`config.mk`:
```
export PLATFORM = sky130hd
export DESIGN_NAME = alu_cmd_responder_flat
export DESIGN_NICKNAME = d
export VERILOG_FILES = /design/src/rtl/alu_cmd_responder_if.sv /design/src/rtl/alu_cmd_responder.sv /design/src/flat_wrapper.sv
export SDC_FILE = /design/constraint.sdc
export NUM_CORES = 1
export LEC_CHECK = 0
export CORE_UTILIZATION = 55
export DETAILED_ROUTE_END_ITERATION = 8
export HOLD_SLACK_MARGIN = 0.08
export PLACE_DENSITY = 0.82
export SETUP_SLACK_MARGIN = 0.1
export SLEW_MARGIN = 20
export SYNTH_ARGS = -nofsm -noshare
export SYNTH_HDL_FRONTEND = slang
export SYNTH_SLANG_ARGS = --single-unit
export TNS_END_PERCENT = 5
```
`constraint.sdc`:
```
create_clock -name clk -period 5.6 [get_ports clk]
set_clock_uncertainty 0.1 [all_clocks]
set_input_delay 1.4 -clock clk [delete_from_list [all_inputs] [get_ports clk]]
set_output_delay 1.4 -clock clk [all_outputs]
set_load 0.005 [all_outputs]
```
`src/rtl/alu_cmd_responder_if.sv`:
```
// Command/result handshake bundle for alu_cmd_responder.
// master = command issuer / result consumer, slave = responder.
interface alu_cmd_responder_if #(
   parameter int unsigned WIDTH = 16
);
   logic             cmd_valid;
   logic             cmd_ready;
   logic [WIDTH-1:0] cmd_a;
   logic [WIDTH-1:0] cmd_b;
   logic [1:0]       cmd_op;
   logic             res_valid;
   logic             res_ready;
   logic [WIDTH-1:0] res_data;
   logic             res_ovf;
   logic             busy;

   modport master (
      output cmd_valid, cmd_a, cmd_b, cmd_op, res_ready,
      input  cmd_ready, res_valid, res_data, res_ovf, busy
   );

   modport slave (
      input  cmd_valid, cmd_a, cmd_b, cmd_op, res_ready,
      output cmd_ready, res_valid, res_data, res_ovf, busy
   );
endinterface

```
`src/rtl/alu_cmd_responder.sv`:
```
// ALU command responder: one registered compute stage feeding an in-order result FIFO.
// Define ALU_SAT_EN to saturate add/sub to signed limits on overflow instead of wrapping.
module alu_cmd_responder #(
   parameter int unsigned WIDTH = 16,
   parameter int unsigned DEPTH = 4
) (
   input logic                 clk,
   input logic                 resetn,
   alu_cmd_responder_if.slave  bus
);

   localparam int unsigned PTR_W = $clog2(DEPTH);
   localparam int unsigned CNT_W = $clog2(DEPTH + 1);

   typedef struct packed {
      logic             ovf;
      logic [WIDTH-1:0] data;
   } res_t;

   logic             s1_valid;
   logic [WIDTH-1:0] s1_a;
   logic [WIDTH-1:0] s1_b;
   logic [1:0]       s1_op;
   res_t             s1_res;

   res_t             mem [DEPTH];
   logic [PTR_W-1:0] wr_ptr;
   logic [PTR_W-1:0] rd_ptr;
   logic [CNT_W-1:0] count;
   logic [CNT_W:0]   outstanding;

   logic accept;
   logic push;
   logic pop;

   // Credit: a slot is reserved for every accepted command until it is popped.
   assign outstanding   = {1'b0, count} + (CNT_W+1)'(s1_valid);
   assign bus.cmd_ready = outstanding < (CNT_W+1)'(DEPTH);
   assign bus.res_valid = count != '0;
   assign bus.res_data  = bus.res_valid ? mem[rd_ptr].data : '0;
   assign bus.res_ovf   = bus.res_valid ? mem[rd_ptr].ovf  : 1'b0;
   assign bus.busy      = s1_valid || bus.res_valid;

   assign accept = bus.cmd_valid && bus.cmd_ready;
   assign push   = s1_valid;
   assign pop    = bus.res_valid && bus.res_ready;

   // ALU evaluated on the captured operands.
   always_comb begin
      s1_res = '0;
      unique case (s1_op)
         2'b00: begin
            s1_res.data = s1_a + s1_b;
            s1_res.ovf  = (s1_a[WIDTH-1] == s1_b[WIDTH-1]) &&
                          (s1_res.data[WIDTH-1] != s1_a[WIDTH-1]);
         end
         2'b01: begin
            s1_res.data = s1_a - s1_b;
            s1_res.ovf  = (s1_a[WIDTH-1] != s1_b[WIDTH-1]) &&
                          (s1_res.data[WIDTH-1] != s1_a[WIDTH-1]);
         end
         2'b10: s1_res.data = s1_a & s1_b;
         default: s1_res.data = s1_a ^ s1_b;
      endcase
`ifdef ALU_SAT_EN
      // On overflow the true result lies beyond the limit on A's side.
      if (s1_res.ovf) begin
         s1_res.data = s1_a[WIDTH-1] ? {1'b1, {(WIDTH-1){1'b0}}}
                                     : {1'b0, {(WIDTH-1){1'b1}}};
      end
`else
      s1_res.data = s1_res.data;
`endif
   end

   // Compute stage and FIFO control.
   always_ff @(posedge clk or negedge resetn) begin
      if (!resetn) begin
         s1_valid <= 1'b0;
         s1_a     <= '0;
         s1_b     <= '0;
         s1_op    <= '0;
         wr_ptr   <= '0;
         rd_ptr   <= '0;
         count    <= '0;
      end else begin
         s1_valid <= accept;
         if (accept) begin
            s1_a  <= bus.cmd_a;
            s1_b  <= bus.cmd_b;
            s1_op <= bus.cmd_op;
         end
         if (push) wr_ptr <= wr_ptr + PTR_W'(1);
         if (pop)  rd_ptr <= rd_ptr + PTR_W'(1);
         unique case ({push, pop})
            2'b10:   count <= count + CNT_W'(1);
            2'b01:   count <= count - CNT_W'(1);
            default: count <= count;
         endcase
      end
   end

   // Storage needs no reset: entries are only visible while count covers them.
   always_ff @(posedge clk) begin
      if (push) mem[wr_ptr] <= s1_res;
   end

endmodule

```
`src/flat_wrapper.sv`:
```
// flat-port wrapper written by rule: the top's interface ports become plain ports
module alu_cmd_responder_flat 
#(
   parameter int unsigned WIDTH = 16,
   parameter int unsigned DEPTH = 4
)
  (clk, resetn, bus_cmd_valid, bus_cmd_a, bus_cmd_b, bus_cmd_op, bus_res_ready, bus_cmd_ready, bus_res_valid, bus_res_data, bus_res_ovf, bus_busy);
  alu_cmd_responder_if #(.WIDTH(WIDTH)) bus_i ();
  input logic clk;
  input logic resetn;
  input wire logic [$bits(bus_i.cmd_valid)-1:0] bus_cmd_valid;
  input wire logic [$bits(bus_i.cmd_a)-1:0] bus_cmd_a;
  input wire logic [$bits(bus_i.cmd_b)-1:0] bus_cmd_b;
  input wire logic [$bits(bus_i.cmd_op)-1:0] bus_cmd_op;
  input wire logic [$bits(bus_i.res_ready)-1:0] bus_res_ready;
  output wire logic [$bits(bus_i.cmd_ready)-1:0] bus_cmd_ready;
  output wire logic [$bits(bus_i.res_valid)-1:0] bus_res_valid;
  output wire logic [$bits(bus_i.res_data)-1:0] bus_res_data;
  output wire logic [$bits(bus_i.res_ovf)-1:0] bus_res_ovf;
  output wire logic [$bits(bus_i.busy)-1:0] bus_busy;
  assign bus_i.cmd_valid = bus_cmd_valid;
  assign bus_i.cmd_a = bus_cmd_a;
  assign bus_i.cmd_b = bus_cmd_b;
  assign bus_i.cmd_op = bus_cmd_op;
  assign bus_i.res_ready = bus_res_ready;
  assign bus_cmd_ready = bus_i.cmd_ready;
  assign bus_res_valid = bus_i.res_valid;
  assign bus_res_data = bus_i.res_data;
  assign bus_res_ovf = bus_i.res_ovf;
  assign bus_busy = bus_i.busy;
  alu_cmd_responder #(.WIDTH(WIDTH), .DEPTH(DEPTH)) u_core (.clk(clk), .resetn(resetn), .bus(bus_i));
endmodule
```
Word level (Yosys, flattened, before mapping)
Memories as Yosys holds them, arrays and structs flattened.
Cells that the tools add are included.
Widths: inputs -> output; s select.
Word-level totals
  flip-flop bits (word level): 42
  RAM bits: 68
  input port bits: 38
  output and inout port bits: 20
  word-level logic and storage cells: 41
  memories: 1
Cells by class
  add/subtract/negate cells: 7
  order comparisons: 1
  equal/unequal tests: 8
  multiplexer cells: 7
  bitwise operators: 2
  reductions and logical operators: 8
Memory list
  u_core.mem: depth 4, bits a word 17, rd ports 1, clocked after Yosys merged registers in 0, wr ports 1, RTL line alu_cmd_responder.sv:26  | res_t mem [DEPTH];
Operator list (count)
  $pmux 16 s3: 1
  $add 16x16->16: 1
  $and 16x16->16: 1
  $mux 16: 1
  $sub 16x16->16: 1
  $xor 16x16->16: 1
  $pmux 3 s2: 1
  $add 2x1->2 const B: 2
  $add 3x1->4: 1
  $eq 2x1->1 const B: 2
  $eq 2x2->1 const B: 2
  $logic_and 1x1->1: 4
  $lt 4x3->1 const B: 1
  $add 3x1->3 const B: 1
  $mux 1: 3
  $ne 1x1->1: 3
  $reduce_bool 3->1: 1
  $sub 3x1->3 const B: 1
  $logic_not 2->1: 1
  $pmux 1 s2: 1
  $reduce_bool 2->1: 1
  $eq 1x1->1: 1
  $logic_or 1x1->1: 1

Longest topological paths before layout
Gate-level depths: netlist (run 1).
  depth in word-level cells: 4
  gate-level depth with buffers: 11
  mapped depth without buffers: 11

Worst setup path after synthesis (run 1)
No wires, ideal clock.
  path kind: register to output
  start point: reg u_core.rd_ptr[0]
  end point: out bus_res_data[10]
  arrival: 1570 ps
  required time: 4100 ps
  slack: 2530 ps
  cell stages (with the launch flop): 5
  buffers on the path: 2
  cells stage by stage: dfrtp_1 buf_2 buf_2 mux4_2 and2_1
On the way
  cells in the longest elaborated chain, start to end: 2
Ends and longest elaborated chain
  from (decl): RTL line alu_cmd_responder.sv:28  | logic [PTR_W-1:0] rd_ptr;
  from (signal assigned): RTL line alu_cmd_responder.sv:94  | if (pop) rd_ptr <= rd_ptr + PTR_W'(1);
  $mem_v2 4x17
  $mux 16: RTL line alu_cmd_responder.sv:40  | assign bus.res_data = bus.res_valid ? mem[rd_ptr].data : '0;
  to (decl): RTL line flat_wrapper.sv:18  | output wire logic [$bits(bus_i.res_data)-1:0] bus_res_data;
No other way between the ends.

Final worst setup path (run 1)
  start point: reg u_core.rd_ptr[0]
  end point: out bus_res_data[14]
The elaborated chain is that of the path after synthesis.

==> run_results.csv, run 1 <==
group,metric,value,unit
worst_setup_path,path_cells,"mux4_2 -> and2_1 -> clkdlybuf4s50_1",
cells_and_area,diodes,0,
yosys,async_flop_share,38.2,%
cells_and_area,most-common-layout-cells,"edfxtp_1, clkdlybuf4s50_1, dfrtp_1, inv_1, a21oi_1",
worst_setup_path,crit_path_max_fanout,19,
routing,wl,13100,um
routing,vias,4346,
run,drv_cap,0,
cells_and_area,area_delta_synth_final,13.2,%
placed_design,portBuffers,57,
worst_setup_path,startpoint_type,"register",
cts,worst_skew_pair.late_latency,0.39,ns
sta,fin_crit_sh,69.8,%
cts,clkSinkCount,110,
sta,max_slew_margin,37.9,%
sta,setup-violations-final,0,
worst_setup_path,slowest_delay,0.79,ns
floorplan,die_area,11700,um2
yosys,ys_types,54,
cts,h-tree-depth,3,
sta,rsz0062_at_grt,"no",
min_path,hold_path.class,"reg -> reg",
yosys,yosys_warnings,0,
sta,fmax,256,MHz
worst_setup_path,slowest_stage,"dfrtp_2",
worst_setup_path,cp.depth,3,
worst_setup_path,end_kind,"output pin",
worst_setup_path,cp-endpoint,"bus_res_data[14]",
global_routing,grt_max_degree,43,
cts,cts_resized,0,
cts,clock_path_buffers,2,
sta,report.final.slew_viol_count,0,
floorplan,die_width,108,um
worst_setup_path,worstReg2RegStart,"u_core.s1_b[2]",
global_routing,grt_usage,23.9,%
cells_and_area,nets,653,
routing,ant_nets,0,
worst_setup_path,crit_start,"u_core.rd_ptr[0]",
routing,first_pass_iters,5,
cells_and_area,drive_above_1_share,10.5,%
sta,finalHoldViolations,0,
floorplan,coreArea,10900,um2
yosys,yosysSeqAreaShare,49.9,%
sta,period_minus_slack,3.91,ns
yosys,avgSynthCellArea,11.5,um2
cts,cts_setup_buffers,0,
worst_setup_path,required,4.10,ns
routing,drt-initial-drc-count,386,
worst_setup_path,reg2reg_to,"u_core.mem[2][13]",
sta,holdWs,0.408,ns
cts,path_clk_slew,0.11,ns
global_routing,grt_pass1_wl,20900,um
global_routing,grt_overflow,0,
routing,wl_per_cell,18.1,um
floorplan,rows,38,
routing,post_drt_via_cell_ratio,6.03,
routing,drc,0,
yosys,synth_edf_count,68,
cts,numCtsBuffers,9,
yosys,netlist_instances,537,
placed_design,routabilityCongestion,0.890,
yosys,synth_seq_cells,110,
outcome,run_status,"finished clean",
floorplan,io-pin-count,58,
placed_design,dp_hpwl,9200,um
floorplan,initial_core_util,56.9,%
floorplan,die_h,108,um
global_routing,grt_pass1_vias,4100,
cts,cts_tree,"yes",
worst_setup_path,r2r_cells,9,
worst_setup_path,r2r_slack,2.25,ns
yosys,ys.flop_type,"edfxtp_1",
cells_and_area,final_common_cell,"edfxtp_1",
worst_setup_path,path_delay_family,"flip-flops",
worst_setup_path,path_buf_inv,1,
cts,root_buffer,"clkbuf_8",
worst_setup_path,cp_data_arrival_time,2.41,ns
worst_setup_path,worstSetupPathType,"reg -> out",
global_routing,antenna_found_initial,0,
cts,cts_hold_buffers,0,
sta,worstMarginPinSlew,0.925,ns
yosys,syn_nets,614,
sta,tns,0,ns
yosys,synthesis.area,6190,um2
[worst reg2reg max path: cells and delay by family (launching register included)]
family                     cells  cell delay, ns
adders and majority gates      1            0.42
buffers and inverters          1            0.06
muxes                          1            0.17
DFF                            1            0.36
and+or+nand+nor                1            0.12
AOI/OAI and AO/OA              5            1.82
[cell families (layout without fill, tap and decap cells)]
| family | after synthesis | in the layout | synth area share (%) |
|---|---|---|---|
| buffers and inverters | 68 | 112 | 4.53 |
| xor gates and xnor gates | 18 | 18 | 2.55 |
| DFF | 110 | 110 | 49.9 |
| adders and majority gates | 39 | 39 | 8.24 |
| and+or+nand+nor | 136 | 136 | 10.8 |
| muxes | 48 | 48 | 11.7 |
| AOI/OAI and AO/OA | 118 | 118 | 12.2 |
[sequential cells by signal (all words and copies together), names as in the netlist]
name	cells
u_core.mem	68
u_core.s1_a	16
u_core.s1_b	16
u_core.count	3
u_core.rd_ptr	2
u_core.s1_op	2
u_core.wr_ptr	2
u_core.push	1
[worst min path at each step]
stage                    startpoint         endpoint  slack, ns  cells past startpoint
floorplan           u_core.count[2]  u_core.count[2]       0.36                      1
global placement    u_core.count[2]  u_core.count[2]       0.38                      1
detailed placement  u_core.count[2]  u_core.count[2]       0.38                      1
CTS                 u_core.count[2]  u_core.count[2]       0.41                      1
global route        u_core.count[2]  u_core.count[2]       0.42                      1
finish              u_core.count[2]  u_core.count[2]       0.41                      1
[cell type report]
type / instances / area (um2)
Inverter: 39 / 146
Fill cell: 840 / 3870
Timing Repair Buffer: 57 / 566
Tap cell: 140 / 175
Clock buffer: 10 / 138
Clock inverter: 6 / 73.8
Multi-Input combinational cell: 359 / 2820
Sequential cell: 110 / 3090
[cell usage after synthesis (5+ instances only)]
master	n	share of area (%)
mux4_2	18	6.5
and2_1	22	2.2
xor2_1	7	0.99
mux2i_1	13	2.1
dfrtp_1	42	17
mux2_2	17	3.1
buf_2	5	0.40
xnor2_1	11	1.6
o21bai_1	5	0.61
edfxtp_1	68	33
nor2b_1	5	0.51
clkbuf_1	19	1.2
o21ai_0	35	2.8
nand2_1	36	2.2
nand3_1	6	0.48
nor2_1	33	2.0
a21oi_1	37	3.0
ha_1	36	7.3
inv_1	38	2.3
nor3_1	9	0.73
[per-stage QoR]
step / util (%) / instances / area (um2) / setup slack, ns
finish: 64.4 / 721 / 7010 / 1.69
global route: 64.4 / 721 / 7010 / 1.56
CTS: 64.4 / 721 / 7010 / 1.27
detailed placement: 62.5 / 705 / 6800 / 1.61
global placement: 62.5 / 705 / 6800 / 1.74
floorplan: - / 537 / 6190 / 2.53
[routing by layer]
| metal | global-route usage [%] | up-vias | part of all wire [%] |
|---|---|---|---|
| met3 | 2.59 | 18 | 5.2 |
| met1 | 34.5 | 2140 | 46 |
| met2 | 37.5 | 165 | 47 |
| met5 | 0 | - | 0 |
| met4 | 8.41 | 0 | 1.5 |
| li1 | - | 2023 | - |
Power of run 1 is not shown: default switching activity piles up to over one toggle a cycle in this logic, so the estimate is an artifact.
==> run 2: changes to the inputs <==
--- a/config.mk
+++ b/config.mk
@@ -5,10 +5,10 @@
 export SDC_FILE = /design/constraint.sdc
 export NUM_CORES = 1
 export LEC_CHECK = 0
-export CORE_UTILIZATION = 55
+export CORE_UTILIZATION = 52
 export DETAILED_ROUTE_END_ITERATION = 8
 export HOLD_SLACK_MARGIN = 0.08
-export PLACE_DENSITY = 0.82
+export PLACE_DENSITY = 0.81
 export SETUP_SLACK_MARGIN = 0.1
 export SLEW_MARGIN = 20
 export SYNTH_ARGS = -nofsm -noshare
==> constraint.sdc (replaced) <==
create_clock -name clk -period 3.3 [get_ports clk]
set_clock_uncertainty 0.1 [all_clocks]
set_input_delay 0.825 -clock clk [delete_from_list [all_inputs] [get_ports clk]]
set_output_delay 0.825 -clock clk [all_outputs]
set_load 0.005 [all_outputs]
==> run 2 against run 1 <==
The flow now finishes with violations (design-rule violations). Cell count is 2.1% higher. Die area is 5.7% higher. Sequential share of layout area is 1.2 points lower. Worst hold slack worse by 0.013 ns. Wire length is 3.3% higher. Final area is 2.7% higher. Global-route usage is 0.74 points lower. Count of clock-buffer cells in the layout is 1 lower. Register-to-register slack worse by 2.0 ns. Highest routed layer unchanged.
==> run_results.csv, run 2 (synthesis gave the netlist of run 1 again) <==
group,metric,value,unit
global_routing,grt_max_degree,43,
floorplan,die_h,111,um
cts,worst_skew_pair.late_latency,0.35,ns
run,drv_cap,0,
cells_and_area,drive_above_1_share,12.3,%
placed_design,portBuffers,57,
cells_and_area,nets,665,
global_routing,grt_usage,23.1,%
outcome,run_status,"finished, violations left",
cells_and_area,largest_register_ff_count,68,
cts,h-tree-depth,3,
cells_and_area,fin_area,7200,um2
worst_setup_path,path_delay_family,"buffers and inverters",
worst_setup_path,path_cells,"buf_12 -> mux4_2 -> and2_1 -> clkdlybuf4s50_1",
min_path,hold_path.class,"reg -> reg",
routing,vias,4323,
worst_setup_path,r2r_slack,0.26,ns
worst_setup_path,slowest_delay,0.54,ns
routing,post_drt_via_cell_ratio,5.87,
cells_and_area,area_delta_synth_final,16.3,%
sta,worstMarginPinSlew,0.919,ns
floorplan,die_area,12400,um2
global_routing,antenna_found_initial,0,
cts,cts_setup_buffers,0,
cells_and_area,most-common-layout-cells,"edfxtp_1, clkdlybuf4s50_1, dfrtp_1, inv_1, a21oi_1",
floorplan,rows,39,
sta,max_slew_margin,38.7,%
placed_design,placed_cell_area,6910,um2
cts,numCtsBuffers,9,
worst_setup_path,crit_path_max_fanout,16,
sta,rsz0062_at_grt,"yes",
cts,cts_tree,"yes",
routing,ant_nets,0,
worst_setup_path,cp_data_arrival_time,2.19,ns
sta,period_minus_slack,3.11,ns
routing,wl,13500,um
floorplan,initial_core_util,53.8,%
worst_setup_path,path_buf_inv,2,
cts,root_buffer,"clkbuf_16",
worst_setup_path,end_kind,"output pin",
floorplan,die_width,111,um
outcome,violations,"design-rule violations",
worst_setup_path,worstSetupPathType,"reg -> out",
placed_design,dp_hpwl,9890,um
cells_and_area,top_regs,"u_core.mem x68, u_core.s1_a x16, u_core.s1_b x16",
routing,drt-initial-drc-count,338,
global_routing,grt_pass1_wl,22100,um
routing,drc,4,
cts,clock_path_buffers,2,
cts,path_clk_slew,0.08,ns
cells_and_area,final_common_cell,"edfxtp_1",
sta,setup-violations-final,0,
routing,first_pass_iters,7,
cells_and_area,finish.utilization,62.5,%
sta,finalHoldViolations,0,
sta,report.final.slew_viol_count,0,
floorplan,io-pin-count,58,
routing,wl_per_cell,18.4,um
sta,fmax,321,MHz
cts,clkSinkCount,110,
placed_design,routabilityCongestion,0.879,
worst_setup_path,slowest_stage,"mux4_2",
cells_and_area,diodes,0,
sta,fin_crit_sh,94.3,%
worst_setup_path,required,2.37,ns
worst_setup_path,startpoint_type,"register",
global_routing,grt_pass1_vias,4330,
sta,tns,0,ns
floorplan,coreArea,11500,um2
global_routing,grt_overflow,0,
cells_and_area,regMostFlops,"u_core.mem",
run 2: cell count changes in the layout (fill, tap and decap cells not counted), sizes merged:
cell / previous run / this run
clkinvlp: 2 / 3
bufinv: 1 / 0
clkbuf: 10 / 9
inv: 41 / 40
clkinv: 1 / 3
buf: 1 / 13
run 2: through the flow:
step / hold slack [ns] / std cells / worst slack, ns
after global placement: 0.372 / 720 / 0.382
after floorplan: 0.355 / 537 / 0.619
after detailed placement: 0.385 / 720 / 0.223
after global routing: 0.424 / 736 / 0.0858
final: 0.395 / 736 / 0.189
after CTS: 0.399 / 736 / 0.157
run 2: cell type report:
type                            count  area (um2)
Clock buffer                        9         225
Clock inverter                      7        67.6
Fill cell                         915        4310
Inverter                           39         146
Multi-Input combinational cell    359        2820
Sequential cell                   110        3090
Tap cell                          143         179
Timing Repair Buffer               69         668
run 2: timing repair:
item / in CTS / in global routing
resized for setup: 0 / 2
hold endpoints to repair: 0 / 0
hold buffers: 0 / 0
endpoints found under the setup margin: 0 / 20
run 2: metal layers:
layer	vias to the layer above	share of wire [%]	wire length, um	GRT usage (%)
li1	2044	-	-	-
met4	0	2.2	293	7.84
met2	156	48	6480	38.3
met3	30	5.0	682	3.23
met1	2093	45	6050	31.5
met5	-	0	0	0
run 2: path summary, 6_finish.rpt:
check                                       from                 to  cells after the start
worst max-delay path            u_core.rd_ptr[0]    bus_res_data[3]                      4
worst max register to register    u_core.s1_b[5]  u_core.mem[0][15]                     10
worst min-delay path             u_core.count[2]    u_core.count[2]                      1
max in group asynchronous                 resetn    u_core.s1_b[13]                      1
worst min register to register   u_core.count[2]    u_core.count[2]                      1
min in group asynchronous                 resetn     u_core.s1_a[4]                      1
Power of run 2 is left out for the same reason.
==> run 3: changes to the inputs <==
--- a/config.mk
+++ b/config.mk
@@ -5,7 +5,9 @@
 export SDC_FILE = /design/constraint.sdc
 export NUM_CORES = 1
 export LEC_CHECK = 0
+export CORE_MARGIN = 2
 export CORE_UTILIZATION = 52
+export CTS_CLUSTER_SIZE = 40
 export DETAILED_ROUTE_END_ITERATION = 8
 export HOLD_SLACK_MARGIN = 0.08
 export PLACE_DENSITY = 0.81
==> run 3 against run 2 <==
Flip-flop and latch count did not move. Final area rose by 0.69%. Wire length grew 0.81%. Count of clock-buffer cells in the layout is the same. Via count increased by 1.6%. Setup slack worse by 0.038 ns. Critical path type unchanged. Highest routed layer unchanged. The flow still finishes with violations (design-rule violations). First-iteration DRC count increased by 21%. Non-clock buffer count is 4 higher. Utilization rose by 0.43 points. Sequential share of layout area decreased by 0.30 points. Global-route usage down 0.96 points. Maximum frequency shrank 1.2%.
==> run_results.csv, run 3 (synthesis gave the netlist of run 1 again) <==
group,metric,value,unit
sta,finalHoldViolations,0,
floorplan,die_area,12800,um2
placed_design,portBuffers,57,
routing,post_drt_via_cell_ratio,5.93,
worst_setup_path,reg2reg_to,"u_core.mem[0][10]",
cells_and_area,regMostFlops,"u_core.mem",
worst_setup_path,required,2.37,ns
sta,rsz0062_at_grt,"yes",
cells_and_area,top_regs,"u_core.mem x68, u_core.s1_a x16, u_core.s1_b x16",
cts,h-tree-depth,3,
global_routing,grt_overflow,0,
placed_design,routabilityCongestion,0.908,
global_routing,grt_pass1_wl,22000,um
worst_setup_path,worstReg2RegStart,"u_core.s1_a[0]",
routing,first_pass_iters,7,
min_path,worstHoldStart,"u_core.count[2]",
worst_setup_path,cp_data_arrival_time,2.22,ns
floorplan,rows,39,
run,drv_cap,0,
sta,period_minus_slack,3.15,ns
cells_and_area,largest_register_ff_count,68,
global_routing,grt_usage,22.2,%
global_routing,grt_pass1_vias,4319,
cts,cts_hold_buffers,0,
worst_setup_path,crit_path_max_fanout,9,
cells_and_area,nets,669,
sta,tns,0,ns
sta,max_slew_margin,39.6,%
outcome,violations,"design-rule violations",
sta,fmax,318,MHz
cts,root_buffer,"clkbuf_16",
cts,cts_tree,"yes",
cells_and_area,most-common-layout-cells,"edfxtp_1, clkdlybuf4s50_1, dfrtp_1, inv_1, a21oi_1",
min_path,hold-path-endpoint,"u_core.count[2]",
min_path,hold_path.class,"reg -> reg",
cts,clkSinkCount,110,
sta,setup-violations-final,0,
floorplan,coreArea,11500,um2
floorplan,die_width,113,um
routing,drt-initial-drc-count,410,
sta,fin_crit_sh,95.4,%
sta,holdWs,0.420,ns
floorplan,initial_core_util,53.8,%
sta,report.final.slew_viol_count,0,
cells_and_area,final_common_cell,"edfxtp_1",
floorplan,io-pin-count,58,
routing,drc,5,
cts,path_clk_slew,0.08,ns
outcome,run_status,"finished, violations left",
cts,clock_path_buffers,2,
cts,numCtsBuffers,9,
cts,worst_skew_pair.late_latency,0.36,ns
sta,worstMarginPinSlew,0.906,ns
cells_and_area,area_delta_synth_final,17.1,%
global_routing,grt_max_degree,43,
cells_and_area,drive_above_1_share,12.9,%
worst_setup_path,end_kind,"output pin",
floorplan,die_h,113,um
routing,vias,4391,
worst_setup_path,r2r_slack,0.24,ns
routing,ant_nets,0,
worst_setup_path,startpoint_type,"register",
worst_setup_path,worstSetupPathType,"reg -> out",
min_path,hold_path_depth,1,
worst_setup_path,r2r_cells,11,
placed_design,dp_hpwl,9900,um
global_routing,antenna_found_initial,0,
routing,wl_per_cell,18.4,um
routing,wl,13600,um
cells_and_area,diodes,0,
[run 3: layer usage]
| layer | global-route usage [%] | wire [um] | vias to the layer above |
|---|---|---|---|
| met5 | 0 | 0 | - |
| met4 | 7.24 | 240 | 0 |
| li1 | - | - | 2057 |
| met2 | 36.8 | 6550 | 156 |
| met3 | 2.57 | 719 | 19 |
| met1 | 30.7 | 6110 | 2159 |
[run 3: layout make-up]
cell class / instances / area [um2]
Fill cell: 899 / 4260
Timing Repair Buffer: 73 / 686
Tap cell: 143 / 179
Clock buffer: 9 / 225
Clock inverter: 7 / 97.6
Inverter: 39 / 146
Sequential cell: 110 / 3090
Multi-Input combinational cell: 359 / 2830
[run 3: worst max path at each step]
stage | to | startpoint | depth (start not counted)
floorplan | u_core.mem[0][15] | u_core.s1_b[8] | 10
global placement | u_core.mem[0][10] | u_core.s1_a[0] | 11
detailed placement | u_core.mem[3][10] | u_core.s1_a[0] | 11
CTS | bus_res_data[8] | u_core.rd_ptr[0] | 4
global route | u_core.mem[0][10] | u_core.s1_a[0] | 11
finish | bus_res_data[8] | u_core.rd_ptr[0] | 4
[run 3: timing repair]
| item | 4_1_cts | 5_1_grt |
|---|---|---|
| gates resized for setup | 0 | 1 |
| buffers inserted | 0 | 0 |
| setup endpoints to repair | 0 | 21 |
[run 3: worst max-delay path: stages, from the launching register on]
cell,delay [ns]
dfrtp_1,0.45
buf_4,0.28
mux4_2,0.53
and2_1,0.17
clkdlybuf4s50_1,0.44
[run 3: per-stage QoR]
step / cell area [um2] / std cells / worst slack, ns / util (%)
detailed placement: 6920 / 724 / 0.317 / 60.1
CTS: 7250 / 740 / 0.115 / 62.9
global route: 7250 / 740 / 0.0471 / 63.0
finish: 7250 / 740 / 0.150 / 63.0
floorplan: 6190 / 537 / 0.619 / -
global placement: 6920 / 724 / 0.400 / 60.1
Power of run 3 is left out for the same reason.
